File: config.mk
export PLATFORM = sky130hd
export DESIGN_NAME = instr_fetch_unit
export DESIGN_NICKNAME = d
export VERILOG_FILES = /design/src/rtl/instr_fetch_unit.sv
export SDC_FILE = /design/constraint.sdc
export NUM_CORES = 1
export LEC_CHECK = 0
export ABC_AREA = 1
export ABC_CLOCK_PERIOD_IN_PS = 4400
export BUFFER_PORTS_ARGS = -buffer_cell sky130_fd_sc_hd__clkbuf_2
export CAP_MARGIN = 5
export CORE_MARGIN = 8
export CORE_UTILIZATION = 30
export DETAILED_ROUTE_END_ITERATION = 8
export SYNTH_ARGS = -nofsm -noshare
export SYNTH_HDL_FRONTEND = slang
export SYNTH_SLANG_ARGS = --single-unit
export TNS_END_PERCENT = 100
File: constraint.sdc
create_clock -name clk -period 4.4 [get_ports clk]
set_clock_uncertainty 0.2 [all_clocks]
set_input_delay 0.44 -clock clk [delete_from_list [all_inputs] [get_ports clk]]
set_output_delay 0.44 -clock clk [all_outputs]
set_load 0.02 [all_outputs]
File: src/rtl/instr_fetch_unit.sv
// Instruction fetch stage. Holds the PC and issues one word read at a time.
// Buffers the returned word and hands instr/PC to decode over valid/ready.
// A redirect from execute reloads the PC. Any fetch still in flight at that
// point becomes stale, and its response is discarded when it arrives.
module instr_fetch_unit #(
    parameter logic [31:0] RESET_PC = 32'h0000_0000
) (
    input  logic        clk,
    input  logic        rst,
    output logic        imem_req,
    output logic [31:0] imem_addr,
    input  logic        imem_rvalid,
    input  logic [31:0] imem_rdata,
    input  logic        redirect_valid,
    input  logic [31:0] redirect_pc,
    output logic        out_valid,
    input  logic        out_ready,
    output logic [31:0] out_instr,
    output logic [31:0] out_pc
);

    localparam logic [31:0] NOP_INSTR = 32'h0000_0013;

    // ISSUE: send a request.  WAIT: live request outstanding.
    // DROP : stale request outstanding.  HOLD: buffered instruction offered to decode.
    typedef enum logic [1:0] {
        ISSUE = 2'd0,
        WAIT  = 2'd1,
        DROP  = 2'd2,
        HOLD  = 2'd3
    } state_e;

    state_e      state_q, state_d;
    logic [31:0] pc_q, pc_d;
    logic [31:0] instr_q, instr_d;
    logic [31:0] out_pc_q, out_pc_d;
    logic [31:0] target_pc;

    // Redirect targets are always word aligned.
    assign target_pc = {redirect_pc[31:2], 2'b00};

    // A redirect in the same cycle suppresses the request, so the old PC is never fetched.
    assign imem_req  = (state_q == ISSUE) && !redirect_valid && !rst;
    assign imem_addr = pc_q;
    assign out_valid = (state_q == HOLD);
    assign out_instr = instr_q;
    assign out_pc    = out_pc_q;

    // Next-state and datapath selection for the fetch sequencer.
    always_comb begin
        // NOTE: every always_comb output gets a default first, so no path can infer a latch.
        state_d  = state_q;
        pc_d     = pc_q;
        instr_d  = instr_q;
        out_pc_d = out_pc_q;
        case (state_q)
            ISSUE: begin
                if (redirect_valid) begin
                    pc_d = target_pc;
                end else begin
                    state_d = WAIT;
                end
            end
            WAIT: begin
                if (redirect_valid) begin
                    // The response is stale. If it is already here, drop it now.
                    // Otherwise wait for it in DROP.
                    pc_d    = target_pc;
                    state_d = imem_rvalid ? ISSUE : DROP;
                end else if (imem_rvalid) begin
                    instr_d  = imem_rdata;
                    out_pc_d = pc_q;
                    pc_d     = pc_q + 32'd4;
                    state_d  = HOLD;
                end
            end
            DROP: begin
                if (redirect_valid) begin
                    pc_d = target_pc;
                end
                if (imem_rvalid) begin
                    state_d = ISSUE;
                end
            end
            HOLD: begin
                // Redirect beats out_ready. The buffered instruction is on the wrong path.
                if (redirect_valid) begin
                    pc_d    = target_pc;
                    state_d = ISSUE;
                end else if (out_ready) begin
                    state_d = ISSUE;
                end
            end
            default: state_d = ISSUE;
        endcase
    end

    // State and datapath registers with synchronous reset.
    always_ff @(posedge clk) begin
        // NOTE: sequential state uses non-blocking assignments, so every flop samples pre-edge values.
        if (rst) begin
            state_q  <= ISSUE;
            pc_q     <= RESET_PC;
            instr_q  <= NOP_INSTR;
            out_pc_q <= RESET_PC;
        end else begin
            state_q  <= state_d;
            pc_q     <= pc_d;
            instr_q  <= instr_d;
            out_pc_q <= out_pc_d;
        end
    end

endmodule

==> out/results.tsv, run 1 <==
metric	value	unit
depth of the CTS H-tree	3	
die width	137	um
setup tns final	0	ps
fin util	38.9	%
Synth async-reset ratio	0	%
Post-DP HPWL	11100	um
clock root cell	clkbuf_16	
Worst Tran Pin Value	1100	ps
area share of the largest cell type after synthesis	42.5	%
row cnt	44	
Comb pwr share	21.2	%
overflow left after global routing	0	
gr usage total	16.4	%
first-pass GRT wire length	23900	um
sequential area share after synthesis	42.5	%
number of global-route vias before repair	4485	
Worst-path clk slew	70	ps
max_cap viols	0	
Power Total	0.00238	W
Final Max Tran Viols	0	
Via Count	4702	
CTS tree	built	
Crit Path Category	in2reg	
fin crit period	2330	ps
Post-synth EDFFs	0	
setup violators final	0	
RSZ-0062 raised after global routing	no	
Reg2Reg Setup Slack	2330	ps
DRC viols	0	
Initial Utilization	30.6	%
Int Pwr	0.00161	W
hold_buf cts	0	
initial antenna violation count	1	
Slew headroom	26.4	%
Final Cycle Share	52.9	%
Critical Path AT	2370	ps
Clock Sinks	94	
Power Density	424	nW/um^2
Critical Path RT	4440	ps
crit start category	primary input	
Sw Ratio	32.4	%
VDD IR-drop max	0.000296	V
Crit. End Element	flop	
clock power share	36.5	%
Leak Pwr	2.48	nW
TritonCTS buffer count	9	
clock buffer depth	2	
# resized after CTS	0	
routed len/inst	15.6	um
antenna-violating nets left	0	
Core Area	14500	sq um
Synth Cell Area	4430	sq um
Synth cell types	31	
ys flop type	dfxtp_1	
worst hold margin	99.5	ps
post-CTS setup repair buffer count	0	
Final Hold Fails	0	
count leader, synth	nor2_1	
worst-skew pair later-pin latency	350	ps
Syn-to-layout area delta	27.1	%
Synth area leader	dfxtp_1	
Placed Cells incl. Taps	964	
synthesized instance count	650	
Nets	861	
Starting DRT DRC Count	262	
HP Class	in2reg	
drt first pass iters	6	
die area	18900	sq um
Die Y	137	um
Syn. warnings	0	
final wirelength	15300	um
IO Port Bufs	160	
Final Non-Filler Cells	980	
share of post-route cells with drive strength above 1	25.8	%
largest net degree at the start of global routing	83	
Seq pwr share	42.2	%
Post-Syn Area per Cell	6.81	sq um
crit path max fanout	82	
ANT cells	0	
Avg Vias per Cell	4.80	
synthesized flop and latch total	94	
GP Congestion	0.862	
P_sw	0.000773	W
Ports	167	
Peak Freq	429	MHz
status	complete, no violations	
Area contributors post-synth	dfxtp_1 (43%), nor2_1 (12%), nand2_1 (11%)	
most frequent cells after synthesis	nor2_1 (145), nand2_1 (135), dfxtp_1 (94)	
[state kept, by name (all words and copies together), names as in the netlist]
| name | flops |
|---|---|
| out_instr | 32 |
| imem_addr | 30 |
| state_q | 2 |
| out_pc | 30 |
[per-stage QoR]
stage | worst slack (ps) | area (sq um)
floorplan | 2490 | 4440
global placement | 1700 | 5300
detailed placement | 1680 | 5300
CTS | 2060 | 5630
global route | 1900 | 5630
finish | 2070 | 5630
[final timing paths]
check / endpoint / startpoint / cells past startpoint
max: imem_addr[21]$_SDFFE_PP0P_ / redirect_valid / 8
max reg2reg: state_q[1]$_SDFFE_PP0P_ / state_q[1]$_SDFFE_PP0P_ / 8
min: out_instr[0]$_SDFFE_PP1P_ / imem_rdata[0] / 3
min reg2reg: out_instr[4]$_SDFFE_PP1P_ / out_instr[4]$_SDFFE_PP1P_ / 2
[critical path: stages]
cell	delay, ps
clkbuf_2	350
inv_2	540
nand2_4	170
nor2_4	170
buf_12	300
nand2_1	130
nor2_1	150
nor3b_2	60
[cell families after synthesis]
family / share of synthesized area [%]
buffers and inverters: 7.91
adder cells (fa/ha/maj): 0.283
flip-flops: 42.5
AO/OA/AOI/OAI: 16.4
other: 0.0847
AND/OR/NAND/NOR: 32.8
[area by class of cell]
cell class / instances / area (sq um)
Clock buffer: 10 / 239
Clock inverter: 6 / 91.3
Fill cell: 1614 / 8850
Inverter: 37 / 141
Multi-Input combinational cell: 486 / 2210
Sequential cell: 94 / 1880
Tap cell: 184 / 230
Timing Repair Buffer: 163 / 836
[placed cells by master, fill, tap and decap left out, types with 2 or more instances in the layout]
cell type | synthesis | layout
clkbuf_2 | 0 | 160
nor2_1 | 145 | 145
nand2_1 | 135 | 135
dfxtp_1 | 94 | 94
o21ai_0 | 71 | 71
a21oi_1 | 43 | 43
nand3_1 | 33 | 33
inv_1 | 31 | 30
nor3_1 | 10 | 10
clkbuf_16 | 0 | 9
a211oi_1 | 7 | 7
inv_2 | 5 | 6
nor2_4 | 6 | 6
nor2_2 | 5 | 5
nand2_2 | 4 | 4
o21ai_1 | 4 | 4
o211ai_1 | 4 | 4
conb_1 | 1 | 4
a31oi_1 | 3 | 3
nand3_2 | 2 | 2
nand4_1 | 2 | 2
o221ai_1 | 2 | 2
bufinv_16 | 0 | 2
inv_6 | 0 | 2
buf_4 | 10 | 2
[power groups by stage]
stage / combinational [W] / sequential (W) / clock (W)
after floorplan: 0.000245 / 0.00111 / 0
after CTS: 0.000515 / 0.00101 / 0.000899
final: 0.000506 / 0.00101 / 0.000871
after global placement: 0.000510 / 0.00103 / 0
after detailed placement: 0.000513 / 0.00102 / 0
after global routing: 0.000565 / 0.00102 / 0.000932
[per-layer routing]
layer	track usage (%)	up-vias	share of wire, %
met5	0	-	0.065
met4	4.22	2	0.92
met3	8.10	12	12
met2	26.1	170	45
met1	19.3	2121	42
li1	-	2397	-
Power figures use the tool's default switching activity.
==> run 2: changes to the inputs <==
--- a/config.mk
+++ b/config.mk
@@ -6,7 +6,7 @@
 export NUM_CORES = 1
 export LEC_CHECK = 0
 export ABC_AREA = 1
-export ABC_CLOCK_PERIOD_IN_PS = 4400
+export ABC_CLOCK_PERIOD_IN_PS = 2350
 export BUFFER_PORTS_ARGS = -buffer_cell sky130_fd_sc_hd__clkbuf_2
 export CAP_MARGIN = 5
 export CORE_MARGIN = 8
==> constraint.sdc (replaced) <==
create_clock -name clk -period 2.35 [get_ports clk]
set_clock_uncertainty 0.2 [all_clocks]
set_input_delay 0.235 -clock clk [delete_from_list [all_inputs] [get_ports clk]]
set_output_delay 0.235 -clock clk [all_outputs]
set_load 0.02 [all_outputs]
==> run 2 against run 1 <==
Utilization grew 3.1 points. Cell count is 4.7% higher. Count of clock-buffer cells in the layout unchanged. Sequential share of layout area fell by 2.4 points. Combinational power up 100%. Critical path depth up 2. Largest cell class unchanged.
==> out/results.tsv, run 2 (synthesis gave the netlist of run 1 again) <==
metric	value	unit	change
Critical Path AT	1960	ps	-410 ps
most frequent cells in the layout	clkbuf_2 (160), nor2_1 (145), nand2_1 (135)		
Leak Pwr	2.67	nW	+7.7%
DRC viols	0		unchanged
clock buffer depth	2		unchanged
Post-DP HPWL	11600	um	+4.6%
Crit. End Element	flop		
drt first pass iters	4		-2
die area	18900	sq um	unchanged
Power Density	734	nW/um^2	+73%
Initial Utilization	30.6	%	unchanged
grt met3 use	6.49	%	-1.6 points
share of post-route cells with drive strength above 1	25.3	%	-0.46 points
fin crit period	1910	ps	
max_cap viols	0		unchanged
Ports	167		unchanged
RSZ-0062 raised after global routing	no		
Die Y	137	um	unchanged
die width	137	um	unchanged
largest net degree at the start of global routing	60		-28%
HP Class	in2reg		
crit path cell chain	ha_1 -> nand2_1 -> nor2_1 -> nand2_1 -> nor2_4 -> inv_2 -> nor2_4 -> nand2_1 -> o21ai_1 -> a21oi_1		
Worst Tran Pin Value	711	ps	-392 ps
Final Hold Fails	0		unchanged
Nets	907		+5.3%
gr usage total	16.9	%	+0.50 points
worst hold margin	5.07	ps	-94.4 ps
depth of the CTS H-tree	3		unchanged
antenna-violating nets left	0		unchanged
layer with the highest usage	met2		
IO Port Bufs	160		unchanged
Clock Sinks	94		unchanged
Largest register FFs	32		unchanged
Core Area	14500	sq um	unchanged
GP Congestion	0.875		+1.5%
GR Util met2	27.0	%	+0.92 points
Final Max Tran Viols	0		unchanged
routed len/inst	15.4	um	-1.0%
setup violators final	0		unchanged
Power Total	0.00445	W	+87%
overflow left after global routing	0		unchanged
Slew headroom	52.5	%	+26 points
initial antenna violation count	0		-1
Worst-path clk slew	70	ps	about the same
ANT cells	0		unchanged
Crit Path Category	reg2reg		
clock root cell	clkbuf_16		
most common cell after layout, fill and taps aside	clkbuf_2		
max incr delay on CP	430	ps	-110 ps
crit start category	flop		
Starting DRT DRC Count	249		-5.0%
GRT met1 Usage	20.5	%	+1.2 points
setup tns final	0	ps	unchanged
slowest CP cell	dfxtp_1		
VDD IR-drop max	0.000311	V	+4.9%
Critical Path RT	2390	ps	-2050 ps
Syn-to-layout area delta	37.1	%	
row cnt	44		unchanged
Final Cycle Share	81.4	%	
number of global-route vias before repair	4738		+5.6%
crit path max fanout	6		-93%
final wirelength	15800	um	+3.6%
CTS tree	built		
worst-skew pair later-pin latency	350	ps	about the same
first-pass GRT wire length	25000	um	+4.4%
most used cell, CP	nand2_1		
Via Count	4832		+2.8%
status	complete, no violations		
TritonCTS buffer count	9		unchanged
Avg Vias per Cell	4.71		-1.8%
Peak Freq	523	MHz	
fillers	1540		-4.6%
run 2: changes by cell type in the layout (fill, tap and decap cells not counted), sizes merged:
cell and change:
buf +8, bufinv -1, clkinv -1, clkinvlp +2, dlygate4sd3 +38
run 2: power breakdown:
| group | internal, W | switching (W) |
|---|---|---|
| clock | 0.000861 | 0.000676 |
| sequential | 0.00175 | 0.000138 |
| combinational | 0.000361 | 0.000668 |
run 2: metal layers:
layer / part of all wire [%] / wire [um]
met4: 1.4 / 214
met2: 45 / 7180
met5: 0 / 0
met3: 9.8 / 1560
met1: 44 / 6900
run 2: stage by stage:
step / worst slack (ps) / area [sq um] / cells / utilization (%)
2_1_floorplan: 537 / 4440 / 653 / -
3_3_place_gp: 474 / 5380 / 972 / 37.2
3_5_place_dp: 456 / 5380 / 972 / 37.2
4_1_cts: 445 / 6070 / 1026 / 41.9
5_1_grt: 261 / 6070 / 1026 / 41.9
6_report: 437 / 6070 / 1026 / 41.9
run 2: worst max-delay path, delay by kind of cell, from the launching register on:
family | cells | cell delay (ps)
simple gates | 6 | 710
flops | 1 | 430
fa+ha+maj | 1 | 240
compound gates | 2 | 150
buf+inv | 1 | 70
run 2: worst paths after layout:
path	startpoint	end	slack, ps	depth (start not counted)
worst max register to register	imem_addr[2]$_SDFFE_PP0P_	imem_addr[22]$_SDFFE_PP0P_	440	10
worst min register to register	out_instr[4]$_SDFFE_PP1P_	out_instr[4]$_SDFFE_PP1P_	260	2
worst min-delay path	redirect_pc[14]	imem_addr[14]$_SDFFE_PP0P_	5	3
worst max-delay path	imem_addr[2]$_SDFFE_PP0P_	imem_addr[22]$_SDFFE_PP0P_	440	10
run 2: area by class of cell:
cell class              count  area (sq um)  area share [%]
multi-input cells         486          2210            36.4
flip-flops and latches     94          1880            31.0
repair buffers            209          1300            21.4
clock buffers              10           239            3.94
well taps                 184           230            3.79
inverters                  37           141            2.33
clock inverters             6          67.6            1.11
run 2: timing repair:
action,4_1_cts,5_1_grt
buffers inserted,0,0
endpoints found under the setup margin,0,0
resized for setup,0,0
hold buffers,38,0
endpoints found under the hold margin,38,0
